[src/rtl/multi_timer.sv]
// Multi-channel button-triggered LED pulse timer with one-shot/retrigger mode per channel.
// Optional shared tick prescaler is enabled by defining TIMER_PRESCALE_EN.
module multi_timer #(
  parameter int CHANNELS = 4,
  parameter int CNT_W    = 16,
  parameter int DURATION = 50,
  parameter int PRESCALE = 1000
) (
  input  logic                clk,
  input  logic                rst,
  input  logic [CHANNELS-1:0] button,
  input  logic [CHANNELS-1:0] mode,
  output logic [CHANNELS-1:0] LED,
  output logic [CHANNELS-1:0] done,
  output logic                busy,
  output logic [CHANNELS-1:0] dbg_state
);

  // Handshake: none; button is a level input, done is a single-cycle strobe with no ready.

  typedef enum logic {IDLE = 1'b0, RUN = 1'b1} state_t;

  localparam logic [CNT_W-1:0] RELOAD = CNT_W'(DURATION - 1);

  if (CHANNELS < 1 || CHANNELS > 16 || DURATION < 1 || DURATION >= (1 << CNT_W))
  begin : g_bad_params
    $error("multi_timer: illegal CHANNELS/DURATION for CNT_W");
  end

  state_t              state_q [CHANNELS];
  state_t              state_d [CHANNELS];
  logic [CNT_W-1:0]    cnt_q   [CHANNELS];
  logic [CNT_W-1:0]    cnt_d   [CHANNELS];
  logic [CHANNELS-1:0] btn_q;
  logic [CHANNELS-1:0] rise;
  logic [CHANNELS-1:0] led_d;
  logic [CHANNELS-1:0] done_d;
  logic                tick;

`ifdef TIMER_PRESCALE_EN
  if (PRESCALE < 2) begin : g_bad_prescale
    $error("multi_timer: PRESCALE must be >= 2");
  end

  localparam int PS_W = $clog2(PRESCALE);
  localparam logic [PS_W-1:0] PS_MAX = PS_W'(PRESCALE - 1);

  logic [PS_W-1:0] ps_q;

  assign tick = (ps_q == PS_MAX);

  always_ff @(posedge clk) begin
    if (rst)       ps_q <= '0;
    else if (tick) ps_q <= '0;
    else           ps_q <= ps_q + 1'b1;
  end
`else
  if (PRESCALE < 0) begin : g_prescale_ignored
    $error("multi_timer: PRESCALE must be non-negative");
  end

  assign tick = 1'b1;
`endif

  assign rise = button & ~btn_q;

  always_comb begin
    for (int i = 0; i < CHANNELS; i++) begin
      state_d[i] = state_q[i];
      cnt_d[i]   = cnt_q[i];
      done_d[i]  = 1'b0;
      case (state_q[i])
        IDLE: begin
          if (rise[i]) begin
            cnt_d[i]   = RELOAD;
            state_d[i] = RUN;
          end
        end
        RUN: begin
          // A retrigger reload wins over a same-cycle expiry: LED stays lit, no done.
          if (rise[i] && mode[i]) begin
            cnt_d[i] = RELOAD;
          end else if (tick) begin
            if (cnt_q[i] == '0) begin
              state_d[i] = IDLE;
              done_d[i]  = 1'b1;
            end else begin
              cnt_d[i] = cnt_q[i] - 1'b1;
            end
          end
        end
        default: state_d[i] = IDLE;
      endcase
      led_d[i] = (state_d[i] == RUN);
    end
  end

  always_ff @(posedge clk) begin
    if (rst) begin
      // All-ones so a button held through reset is not seen as a fresh press.
      btn_q <= '1;
      LED   <= '0;
      done  <= '0;
      busy  <= 1'b0;
      for (int i = 0; i < CHANNELS; i++) begin
        state_q[i] <= IDLE;
        cnt_q[i]   <= '0;
      end
    end else begin
      btn_q <= button;
      LED   <= led_d;
      done  <= done_d;
      busy  <= |led_d;
      for (int i = 0; i < CHANNELS; i++) begin
        state_q[i] <= state_d[i];
        cnt_q[i]   <= cnt_d[i];
      end
    end
  end

  always_comb begin
    for (int i = 0; i < CHANNELS; i++) begin
      dbg_state[i] = (state_q[i] == RUN);
    end
  end

endmodule

[config.mk]
export PLATFORM = sky130hd
export DESIGN_NAME = multi_timer
export DESIGN_NICKNAME = d
export VERILOG_FILES = /design/src/rtl/multi_timer.sv
export SDC_FILE = /design/constraint.sdc
export NUM_CORES = 1
export LEC_CHECK = 0
export BUFFER_PORTS_ARGS = -buffer_cell sky130_fd_sc_hd__buf_4
export CAP_MARGIN = 20
export CORE_MARGIN = 4
export CORE_UTILIZATION = 30
export CTS_CLUSTER_DIAMETER = 50
export DETAILED_ROUTE_END_ITERATION = 12
export GPL_TIMING_DRIVEN = 0
export SYNTH_ARGS = -nofsm -noshare
export SYNTH_HDL_FRONTEND = slang
export SYNTH_SLANG_ARGS = --single-unit
export TNS_END_PERCENT = 5
[constraint.sdc]
create_clock -name clk -period 6.23 [get_ports clk]
set_input_delay 0.3115 -clock clk [delete_from_list [all_inputs] [get_ports clk]]
set_output_delay 0.3115 -clock clk [all_outputs]
set_load 0.03 [all_outputs]
==> metrics.txt <==
CP max stage cell nor4b_1; die height 123 um; max-cap violation count 0; Rows 41; clk sink count 77; count of different cell masters after synthesis 65; cells after synthesis 494; Final ANT Viol Nets 0; H-tree lvl count 3; number of synthesized flops with an enable pin 0; DR WL/cell 14.0 um; syn_nets 508; share of cells above drive strength 1 11.9%; Worst-path clk slew 0.06 ns; drt drc 0; Area Growth Syn to Fin 16.4%; synthesized flop and latch total 77; RSZ-0062 raised after global routing false; DRT iter0 DRCs 377; Post-Syn Area 3980 um^2; Root Buffer clkbuf_16; reg2reg start cnt_q[3][0]; final WL 9.80 mm; post_cts resized 0; Max Slew Vio Count 0; Slew headroom 40.9%; I/O Pins 23; Final Skew 0.00439 ns; Final #Nets 540; global-route wire length before repair 16.5 mm; postcts setup bufs 0; Min Clock Period, post-route 2.86 ns; Power Density 387 nW/um^2; CTS Buf Count 9; number of port buffers 21; global route overflow 0; hold_buf cts 0; DR vias 3831; predominant post-synthesis flop cell dfxtp_1; vias in the first global route 3560; crit path kind reg2reg; sequential fraction of the synthesis area 38.7%; class of the worst hold path in2reg; startpoint types register; asr flop ratio synth 0%; largest net degree at the start of global routing 12; status completed; CTS tree yes; setup violators final 0; initial antenna violation count 0; Synth top area share 38.7%; Worst-Margin Slew 0.875 ns; Core ar. 12800 um^2; Post-DP HPWL 6.97 mm; Ant. Diodes 0; final worst slack 3.37 ns; VDD IR max 0.171 mV; Die W 123 um; CP Max Fanout 8; Required @ worst endpoint 6.42 ns; leading area contributor after synthesis dfxtp_1; GRT Total Usage 13.3%; Die Area 15200 um^2; Crit. Startpoint cnt_q[3][0]; Final period util 45.9%; Hold Fails Final Rpt 0; DRT Pass-1 Iters 5; Critical Path Max Stage Delay 0.73 ns; Lkg Pwr 1.77 nW; Worst-Skew Late Latency 0.32 ns; fmax 350 MHz; via/cell ratio 5.46; hold path start button[2]; clk buf depth 2; GP Congestion 0.883; initial core utilization 31.0%; synth warn 0; crit-path cells inv_1 -> ha_1 -> nor4b_1 -> nand2_1 -> o31ai_4 -> nand2_4 -> o41a_1; setup TNS 0 ns; largest cells by area after synthesis dfxtp_1 (39%), a21oi_1 (5.8%), nor2_1 (4.7%); Arrival @ worst endpoint 3.05 ns; Syn Area/Cell 8.06 um^2; Post-Place Setup Slack 3.46 ns; CP endpoint kind register
[state kept, by name, summed over array words and instances (netlist names)]
register,flops
cnt_q,64
btn_q,4
done,4
LED,3
busy,1
state_q,1
[cells in the mapped netlist (all sizes together), types with 9 or more instances]
master / number
nor4: 12
buf: 9
a21oi: 47
nand2: 40
nand3: 15
nand4: 10
dfxtp: 77
a311oi: 11
nor2: 50
o21ai: 26
a31oi: 13
inv: 24
nor3: 20
clkbuf: 14
nand2b: 9
or4: 9
[final cells by class]
type	instances	area, um^2
Buffer	23	118
Clock buffer	14	274
Clock inverter	1	5.00
Fill cell	1303	8190
Inverter	25	93.8
Multi-Input combinational cell	369	2230
Sequential cell	77	1540
Tap cell	172	215
Timing Repair Buffer	21	158
[logic make-up (layout without fill, tap and decap cells)]
group / count (synthesis) / in the layout / share of synthesized area (%)
buf+inv: 48 / 84 / 5.31
mux: 5 / 5 / 1.26
xor+xnor: 2 / 2 / 0.440
simple gates: 213 / 213 / 29.0
flops: 77 / 77 / 38.7
fa+ha+maj: 4 / 4 / 1.26
compound gates: 145 / 145 / 24.0
[cells in the final DEF, fill, tap and decap left out, types with 4 or more instances in the layout]
cell type,n
nand2_1,39
a31oi_1,13
ha_1,4
a21oi_1,46
nor2_1,50
inv_1,24
o21ai_0,26
nand4_1,10
nand2b_1,9
buf_4,29
o21a_1,4
nand3b_1,5
mux2i_1,5
and3_1,4
dfxtp_1,77
clkbuf_16,9
a311oi_1,11
clkbuf_1,16
nor3_1,20
a211oi_1,5
nand3_1,15
or4_1,8
or2_2,6
nor4_1,12
or3_1,7
[power by group]
group	switching, mW	internal, mW	total [mW]
clock	0.190	0.300	0.490
sequential	0.0730	0.553	0.626
combinational	0.410	0.269	0.678
[worst max-delay path, delay by kind of cell, from the launching register on]
family	cells	cell delay [ns]
AOI/OAI and AO/OA	2	0.94
adders and majority gates	1	0.21
buffers and inverters	1	0.08
DFF	1	0.34
and+or+nand+nor	3	1.16
[final timing paths]
kind / depth (start not counted) / slack (ns) / end
worst max-delay path: 7 / 3.37 / busy
worst min-delay path: 2 / 0.18 / btn_q[2]
worst max register to register: 7 / 3.37 / busy
worst min register to register: 2 / 0.47 / cnt_q[0][15]
[metrics by stage]
stage               total power, mW  instances  cell area (um^2)  hold WS, ns  util [%]
floorplan                      1.15        494              3980        0.418         -
global placement               1.29        687              4350        0.450      34.0
detailed placement             1.30        687              4350        0.468      34.0
CTS                            1.80        702              4630        0.166      36.1
global route                   1.92        702              4630        0.171      36.1
finish                         1.79        702              4630        0.179      36.1
[routing by layer]
| metal | track usage [%] | routed length [um] | vias up |
|---|---|---|---|
| li1 | - | - | 1905 |
| met1 | 17.4 | 4700 | 1808 |
| met2 | 21.6 | 4490 | 105 |
| met3 | 3.34 | 468 | 13 |
| met4 | 4.01 | 138 | 0 |
| met5 | 0 | 0 | - |
(Power assumes the default switching activity.)
